==> src/rtl/rsp_reorder_buf.sv <==
// ---------------------------------------------------------------------------
// rsp_reorder_buf
//
// Purpose:
//   Re-orders the out-of-order responses of the execution unit (multiply and
//   add paths have different latencies) back into ascending request-id
//   order, wrapping from 2**ID_W-1 to 0. Each response is parked in the slot
//   indexed by its id. A head pointer walks the slots in order and moves the
//   head response into a registered output stage that honours downstream
//   back-pressure.
//
//   The upstream issues ids sequentially from 0 and never reuses an id before
//   it has been delivered here. A response that lands on an already-filled
//   slot is therefore an error: it is dropped and flagged on dup_err.
//
// Optional feature (compile-time macro):
//   RSP_REORDER_BYPASS_EN
//     defined   : a response whose id equals the head, arriving while the
//                 head slot is empty and the output stage can load, goes
//                 straight into the output register (latency N+1).
//     undefined : every response is parked in a slot first (latency N+2).
//
// Parameters:
//   ID_W      response id width; slot count = 2**ID_W
//   DATA_W    response data width
//
// Ports:
//   clk        in   1         clock, all state on rising edge
//   rst        in   1         asynchronous active-high reset
//   rsp_valid  in   1         response strobe, always accepted
//   rsp_id     in   ID_W      response id
//   rsp_data   in   DATA_W    response data
//   out_valid  out  1         in-order response valid (registered)
//   out_id     out  ID_W      id of the delivered response (registered)
//   out_data   out  DATA_W    data of the delivered response (registered)
//   out_ready  in   1         downstream accepts when out_valid && out_ready
//   occupancy  out  ID_W+1    filled slots, output register not counted
//   dup_err    out  1         one-cycle pulse: response hit a filled slot
// ---------------------------------------------------------------------------
module rsp_reorder_buf #(
   parameter int ID_W   = 3,
   parameter int DATA_W = 64
) (
   input  logic              clk,
   input  logic              rst,
   input  logic              rsp_valid,
   input  logic [ID_W-1:0]   rsp_id,
   input  logic [DATA_W-1:0] rsp_data,
   output logic              out_valid,
   output logic [ID_W-1:0]   out_id,
   output logic [DATA_W-1:0] out_data,
   input  logic              out_ready,
   output logic [ID_W:0]     occupancy,
   output logic              dup_err
);

   localparam int SLOTS = 2 ** ID_W;

   // ------------------------------------------------------------------------
   // State
   // ------------------------------------------------------------------------
   logic [SLOTS-1:0]  r_slot_v;
   logic [DATA_W-1:0] r_slot_data [SLOTS];
   logic [ID_W-1:0]   r_head;
   logic              r_out_valid;
   logic [ID_W-1:0]   r_out_id;
   logic [DATA_W-1:0] r_out_data;
   logic [ID_W:0]     r_occupancy;
   logic              r_dup_err;

   // ------------------------------------------------------------------------
   // Per-cycle decisions
   // ------------------------------------------------------------------------
   logic              w_load_ok;   // output register is free or being emptied
   logic              w_head_v;    // head slot holds the next in-order response
   logic              w_drain;     // head slot moves into the output register
   logic              w_dup;       // incoming response collides with a filled slot
   logic              w_bypass;    // incoming response goes straight to output
   logic              w_write;     // incoming response is parked in its slot
   logic [ID_W:0]     w_occ_next;

   always_comb begin
      // NOTE: every always_comb output gets a default first so no path can
      // leave it unassigned and infer a latch.
      w_load_ok  = !r_out_valid || out_ready;
      w_head_v   = r_slot_v[r_head];
      w_drain    = w_load_ok && w_head_v;
      w_dup      = rsp_valid && r_slot_v[rsp_id];
`ifdef RSP_REORDER_BYPASS_EN
      // Only legal when the head slot is empty, so it can never compete
      // with a drain for the output register.
      w_bypass   = rsp_valid && (rsp_id == r_head) && !w_head_v && w_load_ok;
`else
      w_bypass   = 1'b0;
`endif
      w_write    = rsp_valid && !r_slot_v[rsp_id] && !w_bypass;

      // Write and drain in the same cycle cancel out.
      w_occ_next = r_occupancy;
      case ({w_write, w_drain})
         2'b10:   w_occ_next = r_occupancy + (ID_W+1)'(1);
         2'b01:   w_occ_next = r_occupancy - (ID_W+1)'(1);
         default: w_occ_next = r_occupancy;
      endcase
   end

   // ------------------------------------------------------------------------
   // Slot valid bits
   // ------------------------------------------------------------------------
   // A write never targets the slot being drained (that slot is full, so the
   // write would be a duplicate); the clear is placed last so a drain would
   // win regardless.
   always_ff @(posedge clk or posedge rst) begin
      // NOTE: sequential state is updated with non-blocking assignments so
      // every register sees the pre-edge values of the others.
      if (rst) begin
         r_slot_v <= '0;
      end else begin
         if (w_write) r_slot_v[rsp_id] <= 1'b1;
         if (w_drain) r_slot_v[r_head] <= 1'b0;
      end
   end

   // ------------------------------------------------------------------------
   // Slot data storage
   // ------------------------------------------------------------------------
   // NOTE: the data array is deliberately not reset; contents are only ever
   // read behind a set valid bit, so resetting it would buy nothing.
   always_ff @(posedge clk) begin
      if (w_write) r_slot_data[rsp_id] <= rsp_data;
   end

   // ------------------------------------------------------------------------
   // Head pointer and output register
   // ------------------------------------------------------------------------
   always_ff @(posedge clk or posedge rst) begin
      if (rst) begin
         r_head      <= '0;
         r_out_valid <= 1'b0;
         r_out_id    <= '0;
         r_out_data  <= '0;
      end else if (w_load_ok) begin
         if (w_head_v) begin
            r_out_valid <= 1'b1;
            r_out_id    <= r_head;
            r_out_data  <= r_slot_data[r_head];
            r_head      <= r_head + ID_W'(1);
         end else if (w_bypass) begin
            r_out_valid <= 1'b1;
            r_out_id    <= rsp_id;
            r_out_data  <= rsp_data;
            r_head      <= r_head + ID_W'(1);
         end else begin
            // Nothing in order is ready; id/data keep their last values.
            r_out_valid <= 1'b0;
         end
      end
      // When !w_load_ok the output is stalled: everything above holds.
   end

   // ------------------------------------------------------------------------
   // Occupancy and duplicate flag
   // ------------------------------------------------------------------------
   always_ff @(posedge clk or posedge rst) begin
      if (rst) begin
         r_occupancy <= '0;
         r_dup_err   <= 1'b0;
      end else begin
         r_occupancy <= w_occ_next;
         r_dup_err   <= w_dup;
      end
   end

   assign out_valid = r_out_valid;
   assign out_id    = r_out_id;
   assign out_data  = r_out_data;
   assign occupancy = r_occupancy;
   assign dup_err   = r_dup_err;

endmodule

==> config.mk <==
export PLATFORM = sky130hd
export DESIGN_NAME = rsp_reorder_buf
export DESIGN_NICKNAME = d
export VERILOG_FILES = /design/src/rtl/rsp_reorder_buf.sv
export SDC_FILE = /design/constraint.sdc
export NUM_CORES = 1
export LEC_CHECK = 0
export BUFFER_PORTS_ARGS = -buffer_cell sky130_fd_sc_hd__buf_2
export CAP_MARGIN = 10
export CORE_MARGIN = 5
export CORE_UTILIZATION = 30
export CTS_CLUSTER_DIAMETER = 200
export CTS_CLUSTER_SIZE = 24
export DETAILED_ROUTE_END_ITERATION = 8
export HOLD_SLACK_MARGIN = 0.08
export PLACE_DENSITY_LB_ADDON = 0.3
export SLEW_MARGIN = 0
export SYNTH_ARGS = -nofsm -noshare
export SYNTH_HDL_FRONTEND = slang
export SYNTH_SLANG_ARGS = --single-unit
==> constraint.sdc <==
create_clock -name clk -period 14.45 [get_ports clk]
set_clock_uncertainty 0.1 [all_clocks]
set_input_delay 2.1675 -clock clk [delete_from_list [all_inputs] [get_ports clk]]
set_output_delay 2.1675 -clock clk [all_outputs]
set_load 0.02 [all_outputs]
==> metrics.txt <==
area share of and/or/nand/nor cells after synthesis 0.00820; number of primary I/O pins 144; worst-skew pair later-pin latency slightly below 0.6 ns; final sum of negative setup slack 0 ns; Compound-Gate Fraction of Synth Area 0.00528; antenna violations before repair 13; combinational family with the most area after synthesis multiplexers; total wirelength of the detailed-routed design just over 50000 um; total of endpoints with negative setup slack in the final report 0; area of the die 81400 um^2; final net count ~1200; most used flip-flop cell after synthesis edfxtp_1; number of cells after detailed placement between 2000 and 2500; via total after detailed routing a little under 10000; drt via density approximately 4.6; buffer depth of the longest clock path 3; area growth from synthesis to layout 12.0%; Placement Rows approximately 100; worst path arrival time 5.14 ns; FFs w/ async S/R, synth 0.141; filler instances approximately 7100; most frequent cell on the critical path xor2_1; post-synth cell types 38; Max rail drop VDD 0.116 mV; number of design rule violations left after detail routing 0; slew at the pin closest to its max-slew limit between 0.9 and 1 ns; Post-synth EDFFs about 510; ratio of cells with drive above 1 in the final layout 0.412; unrepaired setup endpoints after global routing false; buffers and inverters on the worst path 3; total routing usage reported by global routing 0.122; starting DRC count in detailed routing about 790; post-route antenna net violation count 0; standard cell core area 75600 um^2; Seq cells post-synth a little under 600; instance count of the mapped netlist a little under 1000; share of cell area taken by muxes after synthesis 0.200; DR WL/cell roughly 24 um; global route overflow 0; number of port buffers 143; sequential element share of the synthesized area 0.768; critical path capture point type register; per-instance average area after synthesis about 23 um^2; delay of the slowest cell on the worst path between 0.7 and 0.8 ns; category of cells accounting for the largest share of critical-path delay buffers and inverters; clock tree from TritonCTS built; FMAX about 210 MHz; Hold WC Path Type register to register; number of global-route vias before repair 10900; Crit-path slowest cell buf_4; total cell area at the placement stage 24600 um^2; type of the setup path with the least slack input pin to register; Pwr Total about 4.7 mW; pin count of the biggest net entering global routing 50; final design instance area without fill about 25000 um^2; Vert. Die Dim between 200 and 300 um; xor-xnor portion of the synthesized cell area 0.00270; HPWL reported at the end of detailed placement between 20000 and 30000 um; pwr dens 184 nW/um^2; TritonCTS buffer count 28; starting utilization of the core area 0.301; worst-case headroom to the max-slew limit 0.377; net count of the mapped netlist between 1000 and 1500; Clock transition at path regs approximately 0.1 ns; result of the run finished clean; non-filler cells, final roughly 2100; cts-stage hold buffer count 0; final core utilization 0.337; number of levels the H-tree was split into 1; Mapped Area between 20000 and 25000 um^2; Critical Path Source Type input pin; critical path peak fanout 36; CP required ~15 ns; period utilisation layout 0.326; wire length of the first global-routing pass 74700 um; hold violation total from the final report 0; clk sink count roughly 600; adder and majority gate portion of the synthesized area 0.00220; root buffer cell clkbuf_16; total leakage power between 8 and 9 nW; maximum capacitance violations 0; max-slew violation count 0; chip width around 290 um; total of cells resized after clock tree synthesis 0; setup bufs post-CTS 0; routability cong. ~0.7; synthesis warning total 0; iteration count of the initial detailed-routing pass 7; min Tclk post-route 4.72 ns; CP cell instances buf_2 > nand2b_1 > or3b_1 > inv_4 > buf_4 > ha_1 > a21oi_1 > xor2_1 > nor2_1 > xor2_1
-- per-layer routing --
layer | share of wire | global-route usage | vias to the layer above | routed length (um)
met5 | 0.0014 | 0 | - | 72
met4 | 0.012 | 0.0188 | 12 | 600
met2 | 0.48 | 0.202 | 168 | 24000
li1 | - | - | 4324 | -
met1 | 0.45 | 0.168 | 5344 | 22800
met3 | 0.057 | 0.0295 | 47 | 2890
-- stage by stage --
step           setup slack [ns]  hold WS [ns]
6_report                   9.73         0.369
5_1_grt                    9.59         0.413
4_1_cts                    9.73         0.380
3_5_place_dp               9.07         0.366
3_3_place_gp               9.07         0.361
2_1_floorplan              4.26         0.404
-- kinds of logic (layout without fill, tap and decap cells) --
group,count (synthesis),count (layout)
other cells,0,7
simple gates,32,32
compound gates,15,15
mux,268,268
xor+xnor,7,7
flops,596,596
buf+inv,50,222
fa+ha+maj,4,4
-- flip-flops by register name (all words and copies together), names as in the netlist --
| name | flops |
|---|---|
| r_slot_data | 512 |
| dup_err | 1 |
| out_valid | 1 |
| out_id | 3 |
| occupancy | 4 |
| r_head | 3 |
| out_data | 64 |
| r_slot_v | 8 |
-- layout make-up --
class / count / area, um^2 / area share
flip-flops and latches: 596 / 17500 / 0.686
diodes: 7 / 17.5 / 0.000687
repair buffers: 167 / 896 / 0.0352
inverters: 3 / 16.3 / 0.000638
well taps: 978 / 1220 / 0.0480
clock buffers: 52 / 833 / 0.0327
multi-input cells: 326 / 5010 / 0.197
-- cell usage in the layout (no fill, tap or decap), drive strengths merged --
| master | n |
|---|---|
| and3 | 1 |
| nand3 | 1 |
| nor4b | 1 |
| dfrtp | 84 |
| nand2 | 5 |
| nor2b | 5 |
| xnor2 | 2 |
| xor2 | 5 |
| or2 | 1 |
| nor3 | 4 |
| diode | 7 |
| nor4 | 1 |
| inv | 3 |
| and3b | 1 |
| mux2i | 1 |
| a21oi | 2 |
| nand3b | 1 |
| or3b | 1 |
| edfxtp | 512 |
| buf | 167 |
| nor3b | 3 |
| clkbuf | 52 |
| o32a | 7 |
| a31oi | 1 |
| o22ai | 2 |
| o21ai | 3 |
| mux4 | 130 |
| mux2 | 137 |
| nand2b | 4 |
| ha | 4 |
| nor2 | 3 |
-- worst paths after layout --
kind	startpoint	endpoint	slack (ns)	cells past startpoint
setup / recovery	out_ready	occupancy[2]	9.73	10
hold / removal	occupancy[3]	occupancy[3]	0.37	1
setup reg to reg	r_head[2]	occupancy[2]	10.28	10
hold reg to reg	occupancy[3]	occupancy[3]	0.37	1
max in group asynchronous	rst	r_head[1]	11.41	3
min in group asynchronous	rst	dup_err	1.64	2
-- synth_stat cells, types with 2 or more instances --
cell type / number / share of area
nand2_1: 5 / 0.00083
nor2b_1: 5 / 0.0014
nor3_1: 4 / 0.00088
clkbuf_1: 19 / 0.0031
xor2_1: 5 / 0.0019
mux4_2: 130 / 0.13
inv_1: 2 / 0.00033
a21oi_1: 2 / 0.00044
dfrtp_1: 84 / 0.092
buf_4: 4 / 0.0013
o21ai_0: 3 / 0.00066
mux2_1: 7 / 0.0035
xnor2_1: 2 / 0.00077
o32a_1: 7 / 0.0031
buf_1: 3 / 0.00049
edfxtp_1: 512 / 0.68
mux2_2: 113 / 0.056
buf_2: 9 / 0.0020
ha_1: 4 / 0.0022
nor2_1: 3 / 0.00049
buf_6: 11 / 0.0054
nor3b_1: 3 / 0.00099
mux2_4: 17 / 0.011
nand2b_1: 4 / 0.0011
-- power breakdown --
part,switching [mW],internal [mW]
registers,0.177,2.05
logic,0.750,0.811
clock network,0.512,0.392
-- worst register-to-register path: stages, from the launching register on --
cell	delay [ns]
dfrtp_4	0.86
or2_1	0.24
o22ai_1	0.12
or3b_1	0.61
inv_4	0.58
buf_4	0.73
ha_1	0.35
a21oi_1	0.10
xor2_1	0.15
nor2_1	0.11
xor2_1	0.15
(Power assumes the default switching activity.)
